==> src/rtl/fft_frame_ctrl_if.sv <==
// Frame-controller signal bundle: start handshake, sample-buffer read, FFT strobes, status.
// master = controller side, slave = system/FFT side.
interface fft_frame_ctrl_if #(
  parameter int BEATS        = 32,
  parameter int MAX_INFLIGHT = 2
);
  localparam int AW = $clog2(BEATS);
  localparam int IW = $clog2(MAX_INFLIGHT) + 1;

  logic          start;
  logic          bank_sel;
  logic          start_ready;
  logic          mem_rd_en;
  logic [AW:0]   mem_rd_addr;
  logic          fft_valid_in;
  logic          fft_valid_out;
  logic [AW-1:0] out_beat_idx;
  logic          frame_done;
  logic [IW-1:0] inflight;
  logic          busy;
  logic          clr_err;
  logic          err_unexp;
  logic          err_timeout;

  modport master (
    input  start, bank_sel, fft_valid_out, clr_err,
    output start_ready, mem_rd_en, mem_rd_addr, fft_valid_in, out_beat_idx,
           frame_done, inflight, busy, err_unexp, err_timeout
  );

  modport slave (
    output start, bank_sel, fft_valid_out, clr_err,
    input  start_ready, mem_rd_en, mem_rd_addr, fft_valid_in, out_beat_idx,
           frame_done, inflight, busy, err_unexp, err_timeout
  );
endinterface

==> src/rtl/fft_frame_ctrl.sv <==
// FFT frame sequencer: feeds BEATS buffer reads per accepted start, tracks frames in flight, flags errors.
// Reads start the cycle after accept; start is refused (never queued) while start_ready is low.
module fft_frame_ctrl #(
  parameter int BEATS        = 32,
  parameter int MAX_INFLIGHT = 2,
  parameter int TIMEOUT      = 128
) (
  input  logic             clk,
  input  logic             rst,
  fft_frame_ctrl_if.master bus
);
  localparam int AW = $clog2(BEATS);
  localparam int IW = $clog2(MAX_INFLIGHT) + 1;
  localparam int WW = $clog2(TIMEOUT + 1);
  localparam logic [AW-1:0] LAST     = AW'(BEATS - 1);
  localparam logic [IW-1:0] MAXF     = IW'(MAX_INFLIGHT);
  localparam logic [WW-1:0] TMO      = WW'(TIMEOUT);
  localparam logic [WW-1:0] TMO_PREV = WW'(TIMEOUT - 1);

  typedef enum logic {IDLE, FEED} state_t;

  state_t        state_q, state_d;
  logic [AW-1:0] feed_cnt_q, feed_cnt_d;
  logic [AW-1:0] out_cnt_q, out_cnt_d;
  logic          bank_q, bank_d;
  logic [IW-1:0] inflight_q, inflight_d;
  logic [WW-1:0] wd_q, wd_d;
  logic          vin_q, done_q, done_d, busy_q, busy_d;
  logic          unexp_q, unexp_d, tmo_q, tmo_d;
  logic          accept, have_frames, beat_ok, unexp_evt, wd_run, tmo_evt;

  // A frame_done in this cycle frees a slot, so a start can be taken even at the limit.
  assign bus.start_ready = ((state_q == IDLE) || (feed_cnt_q == LAST)) &&
                           ((inflight_q < MAXF) || done_q);
  assign accept = bus.start && bus.start_ready;

  always_comb begin
    state_d    = state_q;
    feed_cnt_d = feed_cnt_q;
    bank_d     = bank_q;
    case (state_q)
      IDLE: begin
        if (accept) begin
          state_d    = FEED;
          feed_cnt_d = '0;
          bank_d     = bus.bank_sel;
        end
      end
      FEED: begin
        if (feed_cnt_q == LAST) begin
          feed_cnt_d = '0;
          if (accept) begin
            bank_d = bus.bank_sel;
          end else begin
            state_d = IDLE;
          end
        end else begin
          feed_cnt_d = feed_cnt_q + AW'(1);
        end
      end
      default: state_d = IDLE;
    endcase
  end

  always_comb begin
    have_frames = (inflight_q != '0);
    beat_ok     = bus.fft_valid_out && have_frames;
    unexp_evt   = bus.fft_valid_out && !have_frames;

    out_cnt_d = out_cnt_q;
    if (beat_ok) begin
      out_cnt_d = (out_cnt_q == LAST) ? '0 : out_cnt_q + AW'(1);
    end
    done_d = beat_ok && (out_cnt_q == LAST);

    inflight_d = inflight_q;
    if (accept && !done_q) begin
      inflight_d = inflight_q + IW'(1);
    end else if (!accept && done_q) begin
      inflight_d = inflight_q - IW'(1);
    end

    // Watchdog only runs once feeding has finished; it holds during FEED.
    wd_run  = have_frames && (state_q == IDLE) && !bus.fft_valid_out;
    tmo_evt = wd_run && (wd_q == TMO_PREV);
    wd_d    = wd_q;
    if (!have_frames || bus.fft_valid_out) begin
      wd_d = '0;
    end else if (wd_run && (wd_q != TMO)) begin
      wd_d = wd_q + WW'(1);
    end

    unexp_d = unexp_evt || (unexp_q && !bus.clr_err);
    tmo_d   = tmo_evt || (tmo_q && !bus.clr_err);
    busy_d  = (state_d != IDLE) || (inflight_d != '0);
  end

  always_ff @(posedge clk or posedge rst) begin
    if (rst) begin
      state_q    <= IDLE;
      feed_cnt_q <= '0;
      out_cnt_q  <= '0;
      bank_q     <= 1'b0;
      inflight_q <= '0;
      wd_q       <= '0;
      vin_q      <= 1'b0;
      done_q     <= 1'b0;
      busy_q     <= 1'b0;
      unexp_q    <= 1'b0;
      tmo_q      <= 1'b0;
    end else begin
      state_q    <= state_d;
      feed_cnt_q <= feed_cnt_d;
      out_cnt_q  <= out_cnt_d;
      bank_q     <= bank_d;
      inflight_q <= inflight_d;
      wd_q       <= wd_d;
      vin_q      <= (state_q == FEED);
      done_q     <= done_d;
      busy_q     <= busy_d;
      unexp_q    <= unexp_d;
      tmo_q      <= tmo_d;
    end
  end

  assign bus.mem_rd_en    = (state_q == FEED);
  assign bus.mem_rd_addr  = {bank_q, feed_cnt_q};
  assign bus.fft_valid_in = vin_q;
  assign bus.out_beat_idx = out_cnt_q;
  assign bus.frame_done   = done_q;
  assign bus.inflight     = inflight_q;
  assign bus.busy         = busy_q;
  assign bus.err_unexp    = unexp_q;
  assign bus.err_timeout  = tmo_q;
endmodule
==> src/flat_wrapper.sv <==
// flat-port wrapper written by rule: the top's interface ports become plain ports
module fft_frame_ctrl_flat 
#(
  parameter int BEATS        = 32,
  parameter int MAX_INFLIGHT = 2,
  parameter int TIMEOUT      = 128
)
  (clk, rst, bus_start, bus_bank_sel, bus_fft_valid_out, bus_clr_err, bus_start_ready, bus_mem_rd_en, bus_mem_rd_addr, bus_fft_valid_in, bus_out_beat_idx, bus_frame_done, bus_inflight, bus_busy, bus_err_unexp, bus_err_timeout);
  fft_frame_ctrl_if #(.BEATS(BEATS), .MAX_INFLIGHT(MAX_INFLIGHT)) bus_i ();
  input  logic clk;
  input  logic rst;
  input wire logic [$bits(bus_i.start)-1:0] bus_start;
  input wire logic [$bits(bus_i.bank_sel)-1:0] bus_bank_sel;
  input wire logic [$bits(bus_i.fft_valid_out)-1:0] bus_fft_valid_out;
  input wire logic [$bits(bus_i.clr_err)-1:0] bus_clr_err;
  output wire logic [$bits(bus_i.start_ready)-1:0] bus_start_ready;
  output wire logic [$bits(bus_i.mem_rd_en)-1:0] bus_mem_rd_en;
  output wire logic [$bits(bus_i.mem_rd_addr)-1:0] bus_mem_rd_addr;
  output wire logic [$bits(bus_i.fft_valid_in)-1:0] bus_fft_valid_in;
  output wire logic [$bits(bus_i.out_beat_idx)-1:0] bus_out_beat_idx;
  output wire logic [$bits(bus_i.frame_done)-1:0] bus_frame_done;
  output wire logic [$bits(bus_i.inflight)-1:0] bus_inflight;
  output wire logic [$bits(bus_i.busy)-1:0] bus_busy;
  output wire logic [$bits(bus_i.err_unexp)-1:0] bus_err_unexp;
  output wire logic [$bits(bus_i.err_timeout)-1:0] bus_err_timeout;
  assign bus_i.start = bus_start;
  assign bus_i.bank_sel = bus_bank_sel;
  assign bus_i.fft_valid_out = bus_fft_valid_out;
  assign bus_i.clr_err = bus_clr_err;
  assign bus_start_ready = bus_i.start_ready;
  assign bus_mem_rd_en = bus_i.mem_rd_en;
  assign bus_mem_rd_addr = bus_i.mem_rd_addr;
  assign bus_fft_valid_in = bus_i.fft_valid_in;
  assign bus_out_beat_idx = bus_i.out_beat_idx;
  assign bus_frame_done = bus_i.frame_done;
  assign bus_inflight = bus_i.inflight;
  assign bus_busy = bus_i.busy;
  assign bus_err_unexp = bus_i.err_unexp;
  assign bus_err_timeout = bus_i.err_timeout;
  fft_frame_ctrl #(.BEATS(BEATS), .MAX_INFLIGHT(MAX_INFLIGHT), .TIMEOUT(TIMEOUT)) u_core (.clk(clk), .rst(rst), .bus(bus_i));
endmodule
==> config.mk <==
export PLATFORM = sky130hd
export DESIGN_NAME = fft_frame_ctrl_flat
export DESIGN_NICKNAME = d
export VERILOG_FILES = /design/src/rtl/fft_frame_ctrl_if.sv /design/src/rtl/fft_frame_ctrl.sv /design/src/flat_wrapper.sv
export SDC_FILE = /design/constraint.sdc
export NUM_CORES = 1
export LEC_CHECK = 0
export ABC_CLOCK_PERIOD_IN_PS = 4300
export CORE_ASPECT_RATIO = 1.4
export CORE_UTILIZATION = 54
export CTS_CLUSTER_DIAMETER = 50
export CTS_CLUSTER_SIZE = 14
export DETAILED_ROUTE_END_ITERATION = 8
export PLACE_DENSITY = 0.83
export SYNTH_ARGS = -nofsm -noshare
export SYNTH_HDL_FRONTEND = slang
export SYNTH_SLANG_ARGS = --single-unit
==> constraint.sdc <==
create_clock -name clk -period 4.3 [get_ports clk]
set_clock_uncertainty 0.2 [all_clocks]
set_input_delay 0.645 -clock clk [delete_from_list [all_inputs] [get_ports clk]]
set_output_delay 0.645 -clock clk [all_outputs]
set_load 0.05 [all_outputs]
==> flow_summary.toml <==
[status]
status = "finished with violations"
violations_in_the_final_reports = "design-rule violations"

[worst_setup_path]
worst_ep_arrival_time_ns = 2.53
critical_path_peak_fanout = 7
critPathSlowestCell = "clkdlybuf4s50_1"
cp_top_family = "buffers and inverters"
critPathKind = "reg -> out"
cpPeakStageDelay_ns = 0.69
r2r_setup_slk_ns = 2.12
worst-r2r-cell-count = 6
critPathMostFrequentCell = "ha_1"
capturing_element_type_of_the_critical_path = "output pin"
timing.critical_path.cells = "ha_1 > and3_1 > ha_1 > nand2b_1 > and2_1 > clkdlybuf4s50_1"
r2r_end = "u_core.wd_q[6]$_DFFE_PP0P_"
nature_of_the_critical_path_startpoint = "flip-flop"
worst-path-buf-inv = 1
crit_required_ns = 3.45
r2r_path_start = "u_core.bus.inflight[0]$_DFF_PP0_"

[layout]
drive_gt1_frac = 0.0497
layoutNonFillerInstCount = 183
antenna_cells_inserted = 0
layout_commonest_cell = "dfrtp_1"
final_cell_mix = "dfrtp_1 (27), clkdlybuf4s50_1 (25), nand2_1 (15)"
area_delta_synth_final_pct = 21.9
finalNetCount = 175

[placement]
hpwl_mm = 1.90
port_buffers = 25
place_worst_setup_slack_ns = 1.33
gp_routability_congestion = 0.830
post-place-cells = 179

[grt]
grt_first_pass_wirelength_mm = 4.31
global_route.usage.total = 0.217
antenna_found_initial = 0
largest_net_degree_at_the_start_of_global_routing = 28
grt_overflow = 0
via_count_of_the_first_global_routing_pass = 1067

[min_path]
worst_hold_path.num_cells = 1
hold_path_startpoint = "u_core.bus.out_beat_idx[3]$_DFFE_PP0P_"
hold_path.class = "reg -> reg"
worstHoldEndpoint = "u_core.bus.out_beat_idx[3]$_DFFE_PP0P_"

[detailed_routing]
remaining_drc_errors = 1
drt_first_pass_iters = 6
detailroute.via_count = 1066
drt_first_iter_violations = 31
drt_wl_total_mm = 2.59
via_per_inst = 5.83
avgRoutedWirePerCell_um = 14.1
drtAntennaViolNets = 0

[power]
power_per_cell_area_mw_per_mm2 = 693
relative_contribution_of_combinational_cells_to_total_power = 0.544
internal-power_mw = 0.574
cellLeakagePower_nw = 0.692
finalPower_mw = 1.12
switching_share = 0.489
power.net_switching_mw = 0.550
power.share.sequential = 0.353
power_frac_clock = 0.103
worst_vdd_drop_mv = 0.428

[clock_tree]
cts_hold_repair.buffers = 0
tritoncts_num_sinks = 27
cts_repair_resize_count = 0
ctsLongestPathBuffers = 2
cts_htree_levels = 1
clock_insertion_delay_at_the_later_pin_of_the_skew_report_ns = 0.33
postCtsSetupRepairBufs = 0
tritoncts.num_buffers = 3
path_clk_slew_ns = 0.15
cts_root_buffer = "clkbuf_4"
tritoncts = "yes"

[logic_synthesis]
synth_area_leader_cell = "dfrtp_1"
synthMuxAreaShare = 0.0160
ys_top_cells_by_area = "dfrtp_1 (51%), ha_1 (6.6%), nand2_1 (4.2%)"
post_synth_inst_count = 135
synth_xor_xnor_area_share = 0.0329
synth_area_per_cell_sq_um = 9.85
synth_nets = 148
yosysTopAreaCellShare = 0.508
complex_gate_fraction_of_the_synthesized_area = 0.119
combinational_family_with_the_most_area_after_synthesis = "simple AND/OR/NAND/NOR gates"
synthesis_warnings = 0
ys_seq_area_frac = 0.508
ys_types = 33
synth_simple_gate_area_share = 0.223
synth_area_sq_mm = 0.00133
postSynthRegisterBits = 27
synth_fa_ha_area_frac = 0.0659

[timing]
setup_ws_ns = 0.926
final_min_period_over_clock_period = 0.785
setup_viol = 0
grt_setup_unrepaired = "false"
timing.setup.tns_ns = 0
finalHoldViolCount = 0
period_needed_ns = 3.37
worst_pin_slew_ns = 1.01
maxSlewViolCount = 0
max_slew_margin = 0.326
max_clock_freq_mhz = 296

[floorplan]
std_cell_rows = 20
io_pins = 26
chipWidth_um = 43.9
die_y_um = 60.7
initial_core_util = 0.591
core_area_sq_mm = 0.00225
die-area_sq_mm = 0.00267

[flow_run]
timing.max_cap.violations = 0
power groups by stage:
| stage | Sequential (mW) | Clock, mW | Combinational (mW) |
|---|---|---|---|
| after detailed placement | 0.402 | 0 | 0.612 |
| after floorplan | 0.614 | 0 | 0.209 |
| after global routing | 0.408 | 0.126 | 0.657 |
| after global placement | 0.397 | 0 | 0.602 |
| final | 0.397 | 0.116 | 0.611 |
| after CTS | 0.396 | 0.119 | 0.615 |
cell families (layout without fill, tap and decap cells):
logic type,count (synthesis),count (layout)
flip-flops,27,27
buffers and inverters,11,37
AND/OR/NAND/NOR,57,57
AO/OA/AOI/OAI,26,26
multiplexers,2,2
XOR/XNOR,5,5
adder cells (fa/ha/maj),7,7
synthesized netlist by cell type:
library cell  count
inv_2             1
clkbuf_1          1
nor2_1           10
nand3b_1          1
a22o_1            2
o21ai_0          11
and2_0            1
or3_1             3
or4_4             2
a41oi_1           1
nor3_1            1
mux2i_1           1
buf_4             1
nand4_1           3
a21oi_1           5
buf_2             1
o31ai_1           3
nand2_1          15
xnor2_1           2
xor2_1            3
nand3_1           6
nand2b_1          6
o32ai_1           1
inv_1             7
dfrtp_1          27
nor2b_1           3
or2_1             1
and2_1            2
o221ai_1          1
ha_1              7
mux2_2            1
a31oi_1           2
and3_1            3
registers in the layout, summed over array words and instances (netlist names):
name,count
u_core.bus.frame_done,1
u_core.bus.fft_valid_in,1
u_core.wd_q,8
u_core.bus.err_unexp,1
u_core.bus.busy,1
u_core.bus.inflight,2
u_core.feed_cnt_q,5
u_core.bus.mem_rd_en,1
u_core.bus.out_beat_idx,5
u_core.bank_q,1
u_core.bus.err_timeout,1
layout make-up:
cell class | instances | area, sq um
flip-flops and latches | 27 | 676
fillers | 171 | 631
multi-input cells | 97 | 608
repair buffers | 25 | 250
inverters | 8 | 30.0
well taps | 22 | 27.5
clock buffers | 3 | 22.5
clock inverters | 1 | 7.51
worst max path at each step:
| stage | startpoint | end | slack (ns) | depth (start not counted) |
|---|---|---|---|---|
| after floorplan | u_core.feed_cnt_q[0]$_DFFE_PP0P_ | bus_start_ready | 1.60 | 5 |
| after global placement | u_core.feed_cnt_q[0]$_DFFE_PP0P_ | bus_start_ready | 1.38 | 6 |
| after detailed placement | u_core.feed_cnt_q[0]$_DFFE_PP0P_ | bus_start_ready | 1.33 | 6 |
| after CTS | u_core.feed_cnt_q[0]$_DFFE_PP0P_ | bus_start_ready | 0.91 | 6 |
| after global routing | u_core.feed_cnt_q[0]$_DFFE_PP0P_ | bus_start_ready | 0.79 | 6 |
| final | u_core.feed_cnt_q[0]$_DFFE_PP0P_ | bus_start_ready | 0.93 | 6 |
layer usage:
layer | GRT usage | vias to the layer above | part of all wire
met2 | 0.377 | 26 | 0.52
li1 | - | 520 | -
met4 | 0.121 | 0 | 0.016
met1 | 0.252 | 514 | 0.43
met3 | 0.0357 | 6 | 0.034
met5 | 0 | - | 0
stage by stage:
| stage | area [sq um] | hold WS, ns | utilization |
|---|---|---|---|
| final | 1620 | 0.309 | 0.720 |
| after floorplan | 1330 | 0.282 | - |
| after global routing | 1620 | 0.339 | 0.720 |
| after CTS | 1620 | 0.316 | 0.720 |
| after detailed placement | 1590 | 0.294 | 0.707 |
| after global placement | 1590 | 0.287 | 0.707 |
(Power assumes the default switching activity.)
